===== src/rtl/pw_pack_pkg.sv =====
// rtl/pw_pack_pkg.sv - shared tags, state encoding and END-word layout for fe_capture_pack
//
// Purpose: constants shared by the capture packer and its delta timer.
// Ports:   none (package).
package pw_pack_pkg;

  // 2-bit tag carried in O_data[17:16]
  localparam logic [1:0] TAG_DATA = 2'b00;
  localparam logic [1:0] TAG_TIME = 2'b01;
  localparam logic [1:0] TAG_TRIG = 2'b10;
  localparam logic [1:0] TAG_END  = 2'b11;

  // Capture sequence state encoding
  typedef enum logic [2:0] {
    ST_IDLE    = 3'd0,
    ST_ARMED   = 3'd1,
    ST_CAPTURE = 3'd2,
    ST_END     = 3'd3,
    ST_DONE    = 3'd4
  } state_e;

  // END payload layout: {full_flag, drop_cnt[14:0]}
  localparam int END_FULL_BIT = 15;
  localparam int END_DROP_LSB = 0;

  // Timestamp saturation value
  localparam logic [15:0] TS_MAX = 16'hFFFF;

endpackage


===== src/rtl/pw_delta_timer.sv =====
// rtl/pw_delta_timer.sv - saturating delta timestamp counter for fe_capture_pack
//
// Purpose: 16-bit ts counter; loads 1 when a word is generated, otherwise
//          increments while capturing and saturates at 16'hFFFF.
//          Only present in builds with PW_TIMESTAMP_EN defined.
// Ports:
//   clk_i    in   front-end clock
//   rst_ni   in   asynchronous active-low reset
//   run_i    in   count enable (CAPTURE state)
//   load_i   in   a word is generated this cycle; ts restarts at 1
//   ts_o     out  current timestamp
//   gt255_o  out  ts no longer fits the 8-bit DATA delta field
//   sat_o    out  ts has reached 16'hFFFF
`ifdef PW_TIMESTAMP_EN
module pw_delta_timer
  import pw_pack_pkg::*;
(
  input  logic        clk_i,
  input  logic        rst_ni,
  input  logic        run_i,
  input  logic        load_i,
  output logic [15:0] ts_o,
  output logic        gt255_o,
  output logic        sat_o
);

  logic [15:0] ts_q, ts_d;

  always_comb begin
    ts_d = ts_q;
    if (load_i) begin
      ts_d = 16'd1;
    end else if (run_i && (ts_q != TS_MAX)) begin
      ts_d = ts_q + 16'd1;
    end
  end

  always_ff @(posedge clk_i or negedge rst_ni) begin
    if (!rst_ni) begin
      ts_q <= '0;
    end else begin
      ts_q <= ts_d;
    end
  end

  assign ts_o    = ts_q;
  assign gt255_o = |ts_q[15:8];
  assign sat_o   = (ts_q == TS_MAX);

endmodule
`endif


===== src/rtl/fe_capture_pack.sv =====
// rtl/fe_capture_pack.sv - packs front-end bytes and trigger into tagged 18-bit capture FIFO words
//
// Purpose: IDLE -> ARMED -> CAPTURE -> END -> DONE capture sequencer that
//          emits TRIG/TIME/DATA/END words to the capture FIFO write port.
// Build option: PW_TIMESTAMP_EN enables the delta timestamp (TIME words,
//          DATA delta field, >255 hold path). Without it the delta field is 0.
// Ports:
//   fe_clk, reset_n        clock, asynchronous active-low reset
//   I_arm                  level; rising edge arms, low aborts / returns to IDLE
//   I_trigger              single-cycle trigger pulse
//   I_capture_len          DATA words per capture (0 = unlimited)
//   I_data, I_data_valid   front-end byte and strobe
//   I_fifo_full            FIFO almost-full threshold
//   O_data, O_wr           registered FIFO word {tag, payload} and write strobe
//   O_capturing            in CAPTURE
//   O_capture_done         in DONE
//   O_dropped              sticky: a byte was dropped this capture
module fe_capture_pack
  import pw_pack_pkg::*;
#(
  parameter int pLEN_WIDTH  = 20,
  parameter int pDROP_WIDTH = 15
) (
  input  logic                  fe_clk,
  input  logic                  reset_n,
  input  logic                  I_arm,
  input  logic                  I_trigger,
  input  logic [pLEN_WIDTH-1:0] I_capture_len,
  input  logic [7:0]            I_data,
  input  logic                  I_data_valid,
  input  logic                  I_fifo_full,
  output logic [17:0]           O_data,
  output logic                  O_wr,
  output logic                  O_capturing,
  output logic                  O_capture_done,
  output logic                  O_dropped
);

  localparam int DW1 = pDROP_WIDTH + 1;

`ifdef PW_TIMESTAMP_EN
  // A held byte always follows a word generated the previous cycle, so ts is 1.
  localparam logic [7:0] HOLD_DELTA = 8'h01;
  logic [15:0] ts;
  logic        ts_gt, ts_sat;
`else
  localparam logic [7:0] HOLD_DELTA = 8'h00;
`endif

  state_e                 state_q, state_d;
  logic                   arm_q;
  logic                   hold_v_q, hold_v_d;
  logic [7:0]             hold_q, hold_d;
  logic [pLEN_WIDTH-1:0]  data_cnt_q, data_cnt_d;
  logic [pDROP_WIDTH-1:0] drop_cnt_q, drop_cnt_d;
  logic                   full_flag_q, full_flag_d;
  logic                   dropped_q, dropped_d;
  logic [17:0]            data_q, data_d;
  logic                   wr_q, wr_d;
  logic                   capturing_q, done_q;

  logic                   arm_rise, go_end, clr_cnt;
  logic [1:0]             drop_inc;
  logic [pDROP_WIDTH-1:0] drop_base;
  logic [DW1-1:0]         drop_sum;
  logic [15:0]            end_payload;

  assign arm_rise = I_arm & ~arm_q;

`ifdef PW_TIMESTAMP_EN
  pw_delta_timer u_timer (
    .clk_i   (fe_clk),
    .rst_ni  (reset_n),
    .run_i   (state_q == ST_CAPTURE),
    .load_i  (wr_d),
    .ts_o    (ts),
    .gt255_o (ts_gt),
    .sat_o   (ts_sat)
  );
`endif

  always_comb begin
    state_d     = state_q;
    hold_v_d    = hold_v_q;
    hold_d      = hold_q;
    data_cnt_d  = data_cnt_q;
    full_flag_d = full_flag_q;
    dropped_d   = dropped_q;
    data_d      = data_q;
    wr_d        = 1'b0;
    drop_inc    = 2'd0;
    go_end      = 1'b0;
    clr_cnt     = 1'b0;
    end_payload = '0;

    case (state_q)
      ST_IDLE: begin
        if (arm_rise) begin
          state_d     = ST_ARMED;
          clr_cnt     = 1'b1;
          data_cnt_d  = '0;
          full_flag_d = 1'b0;
          dropped_d   = 1'b0;
          hold_v_d    = 1'b0;
        end
      end
      ST_ARMED: begin
        if (!I_arm) begin
          state_d = ST_IDLE;
        end else if (I_trigger) begin
          state_d = ST_CAPTURE;
          wr_d    = 1'b1;
          data_d  = {TAG_TRIG, 16'h0000};
          if (I_data_valid) begin
            hold_v_d = 1'b1;
            hold_d   = I_data;
          end
        end
      end
      ST_CAPTURE: begin
        if (I_fifo_full) begin
          // Nothing more is written; the pending hold byte and this byte are lost.
          full_flag_d = 1'b1;
          go_end      = 1'b1;
          hold_v_d    = 1'b0;
          drop_inc    = {1'b0, hold_v_q} + {1'b0, I_data_valid};
        end else begin
          if (hold_v_q) begin
            wr_d       = 1'b1;
            data_d     = {TAG_DATA, HOLD_DELTA, hold_q};
            hold_v_d   = 1'b0;
            data_cnt_d = data_cnt_q + pLEN_WIDTH'(1);
            if (I_data_valid) drop_inc = 2'd1;
          end else if (I_data_valid) begin
`ifdef PW_TIMESTAMP_EN
            if (ts_gt) begin
              // Delta does not fit: emit absolute ts now, the byte follows next cycle.
              wr_d     = 1'b1;
              data_d   = {TAG_TIME, ts};
              hold_v_d = 1'b1;
              hold_d   = I_data;
            end else begin
              wr_d       = 1'b1;
              data_d     = {TAG_DATA, ts[7:0], I_data};
              data_cnt_d = data_cnt_q + pLEN_WIDTH'(1);
            end
`else
            wr_d       = 1'b1;
            data_d     = {TAG_DATA, 8'h00, I_data};
            data_cnt_d = data_cnt_q + pLEN_WIDTH'(1);
`endif
          end
`ifdef PW_TIMESTAMP_EN
          else if (ts_sat) begin
            wr_d   = 1'b1;
            data_d = {TAG_TIME, TS_MAX};
          end
`endif
          if (!I_arm || ((I_capture_len != '0) && (data_cnt_d == I_capture_len))) begin
            go_end = 1'b1;
          end
        end
        if (go_end) begin
          state_d = ST_END;
          if (hold_v_d) begin
            hold_v_d = 1'b0;
            drop_inc = drop_inc + 2'd1;
          end
        end
      end
      ST_END: begin
        // END is written regardless of I_fifo_full; the threshold leaves room for it.
        state_d  = ST_DONE;
        wr_d     = 1'b1;
        hold_v_d = 1'b0;
        if (I_data_valid) drop_inc = 2'd1;
      end
      ST_DONE: begin
        if (!I_arm) state_d = ST_IDLE;
      end
      default: begin
        state_d = ST_IDLE;
      end
    endcase

    drop_base  = clr_cnt ? '0 : drop_cnt_q;
    drop_sum   = {1'b0, drop_base} + DW1'(drop_inc);
    drop_cnt_d = drop_sum[pDROP_WIDTH] ? '1 : drop_sum[pDROP_WIDTH-1:0];
    if (drop_inc != 2'd0) dropped_d = 1'b1;

    // END payload reports every byte lost up to and including the END cycle.
    if (state_q == ST_END) begin
      end_payload[END_FULL_BIT]                           = full_flag_q;
      end_payload[END_DROP_LSB +: pDROP_WIDTH]            = drop_cnt_d;
      data_d                                              = {TAG_END, end_payload};
    end
  end

  always_ff @(posedge fe_clk or negedge reset_n) begin
    if (!reset_n) begin
      state_q     <= ST_IDLE;
      arm_q       <= 1'b1;  // an already-high I_arm after reset is not an edge
      hold_v_q    <= 1'b0;
      hold_q      <= '0;
      data_cnt_q  <= '0;
      drop_cnt_q  <= '0;
      full_flag_q <= 1'b0;
      dropped_q   <= 1'b0;
      data_q      <= '0;
      wr_q        <= 1'b0;
      capturing_q <= 1'b0;
      done_q      <= 1'b0;
    end else begin
      state_q     <= state_d;
      arm_q       <= I_arm;
      hold_v_q    <= hold_v_d;
      hold_q      <= hold_d;
      data_cnt_q  <= data_cnt_d;
      drop_cnt_q  <= drop_cnt_d;
      full_flag_q <= full_flag_d;
      dropped_q   <= dropped_d;
      data_q      <= data_d;
      wr_q        <= wr_d;
      capturing_q <= (state_d == ST_CAPTURE);
      done_q      <= (state_d == ST_DONE);
    end
  end

  assign O_data         = data_q;
  assign O_wr           = wr_q;
  assign O_capturing    = capturing_q;
  assign O_capture_done = done_q;
  assign O_dropped      = dropped_q;

endmodule


===== config.mk =====
export PLATFORM = sky130hd
export DESIGN_NAME = fe_capture_pack
export DESIGN_NICKNAME = d
export VERILOG_FILES = /design/src/rtl/pw_pack_pkg.sv /design/src/rtl/pw_delta_timer.sv /design/src/rtl/fe_capture_pack.sv
export SDC_FILE = /design/constraint.sdc
export NUM_CORES = 1
export LEC_CHECK = 0
export BUFFER_PORTS_ARGS = -buffer_cell sky130_fd_sc_hd__buf_2
export CORE_MARGIN = 2
export CORE_UTILIZATION = 30
export DETAILED_ROUTE_END_ITERATION = 7
export HOLD_SLACK_MARGIN = 0.02
export PLACE_DENSITY_LB_ADDON = 0.3
export SLEW_MARGIN = 20
export SYNTH_ARGS = -nofsm -noshare
export SYNTH_HDL_FRONTEND = slang
export SYNTH_SLANG_ARGS = --single-unit

===== constraint.sdc =====
create_clock -name fe_clk -period 4.3 [get_ports fe_clk]
set_input_delay 0.43 -clock fe_clk [delete_from_list [all_inputs] [get_ports fe_clk]]
set_output_delay 0.43 -clock fe_clk [all_outputs]
set_load 0.005 [all_outputs]

**Word-level counts from Yosys, hierarchy flattened**

Cells that the tools add are included.

- Flip-flop bits (word level): 71
- Bits of input ports: 34
- Output and inout bits: 22
- Word-level logic and storage cells: 103

- Add/sub/neg operators: 4
- Eq/ne operators: 17
- Mux-type cells: 51
- Bitwise gates (word level): 2
- Reduce and logical (&&, ||, !) cells: 17

Operators by type and width:

| kind | count |
|---|---|
| 20-bit two-way mux | 6 |
| 18-bit two-way mux | 6 |
| 20-bit case mux with 2 select lines | 1 |
| 18-bit case mux with 2 select lines | 1 |
| 15-bit two-way mux | 2 |
| 1-bit two-way mux | 21 |
| 20-bit by 1-bit adder with 20-bit output, second input constant | 1 |
| 20-bit equality test | 1 |
| 20-bit nonzero test | 1 |
| 15-bit by 2-bit adder with 16-bit output | 1 |
| 3-bit two-way mux | 5 |
| 3-bit case mux with 5 select lines | 1 |
| 2-bit inequality test, second input constant | 6 |
| 5-bit AND reduction | 2 |
| 3-bit by 2-bit equality test with 1-bit output, second input constant | 3 |
| 3-bit inequality test, second input constant | 3 |
| 2-bit two-way mux | 4 |
| 2-bit nonzero test | 4 |
| 3-bit equality test, second input constant | 2 |
| 3-bit AND reduction | 2 |
| 4-bit inequality test, second input constant | 1 |
| 1-bit case mux with 4 select lines | 1 |
| 2-bit case mux with 2 select lines | 1 |
| 4-bit AND reduction | 1 |
| other kinds (14) | 14 |

**Logic depth before layout (Yosys ltp)**

- Depth after elaboration: 16
- Depth in mapped cells: 16
- Mapped depth without buffers: 14

**Worst setup path after synthesis**

Ideal clock, no wire load.

- Kind: register to register
- Start: register hold_v_q
- End: register data_q[14], in the netlist O_data[14]
- Setup time: 122 ps
- Data arrival time: 3224 ps
- Data required time: 4178 ps
- Slack: 954 ps
- Stages on the path, launching flop included: 16
- Buffers on the path: 2
- Period minus slack after synthesis: 3346 ps
- Cell sequence: dfrtp_1 -> clkbuf_8 -> clkbuf_1 -> inv_1 -> ha_1 -> mux2i_1 -> o22ai_1 -> ha_1 -> inv_1 -> fa_1 -> inv_1 -> o2111ai_1 -> nor3_1 -> and4_1 -> nand3b_1 -> a32o_1

- Word-level cells in the longest chain between the ends: 14
- Elaborated cells between the ends (all ways): 25
- Classes of those cells: 3 x add/sub; 2 x eq/ne; 17 x mux; 3 x reduce/logical

RTL lines:

| what | line | text |
|---|---|---|
| start: declaration | fe_capture_pack.sv:52 | `logic hold_v_q, hold_v_d;` |
| start signal: assignment | fe_capture_pack.sv:216 | `hold_v_q <= hold_v_d;` |
| 20-bit two-way mux | fe_capture_pack.sv:128 | `if (hold_v_q) begin` |
| 20-bit two-way mux | fe_capture_pack.sv:121 | `if (I_fifo_full) begin` |
| 20-bit two-way mux | fe_capture_pack.sv:96 | `case (state_q)` |
| 20-bit equality test | fe_capture_pack.sv:159 | `if (!I_arm \|\| ((I_capture_len != '0) && (data_cnt_d == I_capture_len))) begin` |
| 1-bit logical AND | fe_capture_pack.sv:159 |  |
| 1-bit logical OR | fe_capture_pack.sv:159 |  |
| 1-bit two-way mux | fe_capture_pack.sv:159 |  |
| 1-bit two-way mux | fe_capture_pack.sv:121 |  |
| 1-bit two-way mux | fe_capture_pack.sv:96 |  |
| 2-bit two-way mux | fe_capture_pack.sv:163 | `if (go_end) begin` |
| 2-bit case mux with 2 select lines | fe_capture_pack.sv:96 |  |
| 15-bit by 2-bit adder with 16-bit output | fe_capture_pack.sv:187 | `drop_sum = {1'b0, drop_base} + DW1'(drop_inc);` |
| 15-bit two-way mux | fe_capture_pack.sv:188 | `drop_cnt_d = drop_sum[pDROP_WIDTH] ? '1 : drop_sum[pDROP_WIDTH-1:0];` |
| 18-bit two-way mux | fe_capture_pack.sv:192 | `if (state_q == ST_END) begin` |
| end signal: assignment | fe_capture_pack.sv:222 | `data_q <= data_d;` |
| end: declaration | fe_capture_pack.sv:58 | `logic [17:0] data_q, data_d;` |

Several ways; a longest one is shown, not always the timed one. The select of a mux whose other input is x is not followed.
A chain may end at the register's enable or synchronous reset.

**Worst setup path in the final report**

- Start: register state_q[0]
- End: register data_q[4], in the netlist O_data[4]

- Word-level cells in the longest chain between the ends: 6
- Elaborated cells between the ends (all ways): 17
- Classes of those cells: 1 x add/sub; 7 x eq/ne; 6 x mux; 3 x reduce/logical

RTL lines:

| what | line | text |
|---|---|---|
| start: declaration | fe_capture_pack.sv:50 | `state_e state_q, state_d;` |
| start signal: assignment | fe_capture_pack.sv:214 | `state_q <= state_d;` |
| 3-bit zero test | fe_capture_pack.sv:96 |  |
| 1-bit two-way mux | fe_capture_pack.sv:96 |  |
| 15-bit two-way mux | fe_capture_pack.sv:186 | `drop_base = clr_cnt ? '0 : drop_cnt_q;` |
| 15-bit by 2-bit adder with 16-bit output (*) | fe_capture_pack.sv:187 |  |
| 15-bit two-way mux (*) | fe_capture_pack.sv:188 |  |
| via drop_cnt_d[4] | fe_capture_pack.sv:55 | `logic [pDROP_WIDTH-1:0] drop_cnt_q, drop_cnt_d;` |
| 18-bit two-way mux (*) | fe_capture_pack.sv:192 |  |

The timed path passes the listed nets; every way through them passes the cells marked *.

==> impl_metrics.yaml <==
cts:
  ctsResizeCount: 0
  cts_hold_buf: 0
  cts_setup_buffers: 0
  clock-sinks: 71
  cts_root_buffer: "clkbuf_16"
  clk_path_buf_depth: 2
  cts_max_level: 3
  cts_tree: "yes"
  cts_made_buffers: 9
  clk_pin_slew_ps: 60
  clk-insertion-delay-late_ps: 340
sta:
  fin_crit_ps: 3480
  finalHoldViolCount: 0
  setup_viol_count_final: 0
  fin_crit_sh_pct: 80.93
  timing.fmax_ghz: 0.2873
  max-slew-margin-rel_pct: 27.12
  layout_setup_ws_ps: 819.9
  clock_skew_ps: 4.232
  finalSetupTns_ps: 0
  rsz0062_at_grt: "no"
  drv_slew: 0
  tightest_slew_ps: 1089
grt:
  grtUsageTotal_pct: 14.73
  grt_util_met1_pct: 19.25
  busiest_layer: "met2"
  grt_max_degree: 38
  grt_pass1_wl_um: 18510
  antenna_found_initial: 0
  grt_pass1_vias: 3630
  use_met2_pct: 24.78
  overflow: 0
  gr-usage-met3_pct: 3.093
synth:
  synthTopCellsByCount: "dfrtp_1 (70), o21ai_0 (47), nand2_1 (43)"
  ys.flop_type: "dfrtp_1"
  synth-seq-cells: 71
  yosys_warnings: 0
  synth.avg_cell_area_um2: 9.597
  syn-num-nets: 492
  synth.most_common_cell: "dfrtp_1"
  yosysUniqueCellTypes: 71
  synth_edf_count: 0
  yosys.area.top_type: "dfrtp_1"
  ys_seq_area_share_pct: 40.99
  yosys-top-cells-area: "dfrtp_1 (40%), xnor2_1 (5.7%), o21ai_0 (5.4%)"
  synth-async-reset-ratio_pct: 100.0
  synth_top_area_share_pct: 40.38
  synthCells: 452
  syn_area_um2: 4338
power:
  leakagePower_uw: 0.002233
  p_total_uw: 2354
  power_density_nw_per_um2: 470.7
  pwr-share-comb_pct: 26.8
  p_clk_share_pct: 35.0
  p_int_uw: 1576
  irDropWorstVdd_v: 0.0002404
  switching_share_pct: 33.07
  net-switching-power_uw: 778.7
  p_seq_share_pct: 38.2
status:
  status: "finished, final reports clean"
floorplan:
  dieWidth_um: 124.3
  start_util_pct: 31.01
  die_area_um2: 15440
  die_height_um: 124.3
  io_pins: 56
  core.rowCount: 43
  core_um2: 13990
cells_and_area:
  multi_input_area_um2: 2302
  layout-drive-gt1-share_pct: 20.92
  area_delta_synth_final_pct: 15.29
  nNetsFinal: 537
  instances_no_fill: 682
  antenna_cells: 0
  fillers: 1435
  area.sequential_um2: 1778
worst_setup_path:
  r2r_slack_ps: 820
  timing.rr.start: "state_q[0]$_DFF_PN0_"
  endpoint_kind: "register"
  crit_path_start_kind: "register"
  r2r_cells: 12
  crit_fanout: 19
  cp_top_family: "simple AND/OR/NAND/NOR gates"
  crit_required_ps: 4570
  crit_type: "reg -> reg"
  reg2reg_to: "O_data[4]$_DFFE_PN0P_"
  slowest_stage: "dfrtp_1"
  critPathMaxStageDelay_ps: 470
  cp_cell_sequence: "or3_1 -> or2_2 -> nand2_1 -> inv_1 -> ha_1 -> a21o_1 -> o2111ai_1 -> nor2_1 -> and2_1 -> nand4_2 -> o211ai_1 -> a221o_1"
  critical_path_arrival_ps: 3750
  crit_buf_inv: 1
route:
  vias_per_cell: 5.330
  routed_wl_um: 11240
  remaining_drc_errors: 0
  routedWlPerCell_um: 16.48
  drt_iter0_drc: 235
  routed-via-count: 3635
  drtAntennaViolNets: 0
  firstDrtPassIters: 4
worst_hold_path:
  min_path_type: "in -> async"
placement:
  io_buffers: 55
  dp.cells: 666
  dpl.hpwl_um: 8169
  gp_congestion: 0.8409
  dpl_worst_slack_ps: 833.4
flow_run:
  drv_cap: 0
-- how the worst max path moves through the flow --
stage	from	endpoint	slack (ps)	depth (start not counted)
after floorplan	hold_v_q$_DFFE_PN0P_	O_data[14]$_DFFE_PN0P_	950	15
after global placement	state_q[0]$_DFF_PN0_	O_data[4]$_DFFE_PN0P_	960	12
after detailed placement	state_q[0]$_DFF_PN0_	O_data[4]$_DFFE_PN0P_	830	12
after CTS	state_q[0]$_DFF_PN0_	O_data[4]$_DFFE_PN0P_	830	12
after global routing	state_q[0]$_DFF_PN0_	O_data[4]$_DFFE_PN0P_	510	12
final	state_q[0]$_DFF_PN0_	O_data[4]$_DFFE_PN0P_	820	12
-- power groups by stage --
stage / clock network (uW) / registers (uW) / logic, uW
CTS: 846 / 898 / 641
detailed placement: 0 / 905 / 642
finish: 823 / 900 / 631
global route: 869 / 914 / 708
global placement: 0 / 905 / 628
floorplan: 0 / 874 / 462
-- metal layers --
metal	wire [um]	share of wire, %
met1	5214	46
met2	5403	48
met3	499	4.4
met4	119	1.1
met5	0	0
-- logic make-up after synthesis --
group | count (synthesis) | synth area share (%)
AND/OR/NAND/NOR | 150 | 19.27
AO/OA/AOI/OAI | 129 | 19.96
flip-flops | 71 | 40.99
buffers and inverters | 41 | 5.941
XOR/XNOR | 37 | 7.471
multiplexers | 18 | 4.471
adder cells (fa/ha/maj) | 6 | 1.904
-- worst register-to-register path: cells and delay by family, from the launching register on --
kind / cells / cell delay (ps)
AO/OA/AOI/OAI: 4 / 750
buffers and inverters: 1 / 50
flip-flops: 1 / 470
adder cells (fa/ha/maj): 1 / 260
AND/OR/NAND/NOR: 6 / 1880
-- through the flow --
| stage | instance area, um2 | hold slack, ps | utilization, % |
|---|---|---|---|
| after floorplan | 4338 | 134.4 | - |
| after detailed placement | 4674 | 482.7 | 33.42 |
| after global routing | 5001 | 233.4 | 35.75 |
| after CTS | 5001 | 225.4 | 35.75 |
| final | 5001 | 209.0 | 35.75 |
| after global placement | 4674 | 479.0 | 33.42 |
-- cell type report --
cell class	count	share of cell area [%]
multi-input combinational	340	46.03
sequential	71	35.55
timing repair buffer	60	6.255
clock buffer	9	4.503
tap	180	4.503
clock inverter	7	2.027
inverter	15	1.126
-- registers in the layout (all words and copies together), names as in the netlist --
register	flops
O_data	18
state_q	3
hold_v_q	1
O_capturing	1
O_capture_done	1
full_flag_q	1
O_wr	1
data_cnt_q	20
O_dropped	1
arm_q	1
hold_q	8
drop_cnt_q	15
-- layout by cell type, fill, tap and decap left out, types with 6 or more instances in the layout --
cell       netlist  layout
o2111ai_1        7       7
nor2_1          28      28
nand3_1         10      10
o31ai_1         10      10
mux2i_1          7       7
dfrtp_1         70      70
mux2_2          11      11
nand2_1         43      43
o21ai_0         47      47
nand4_1          7       7
clkbuf_16        0       9
a21oi_1         16      16
buf_2            1      55
nor4_1           6       6
xor2_1           9       9
xnor2_1         28      28
inv_1           15      15
and3_1           7       7
nor3_1           9       9
Note: power is estimated with default switching activity, not from simulation.
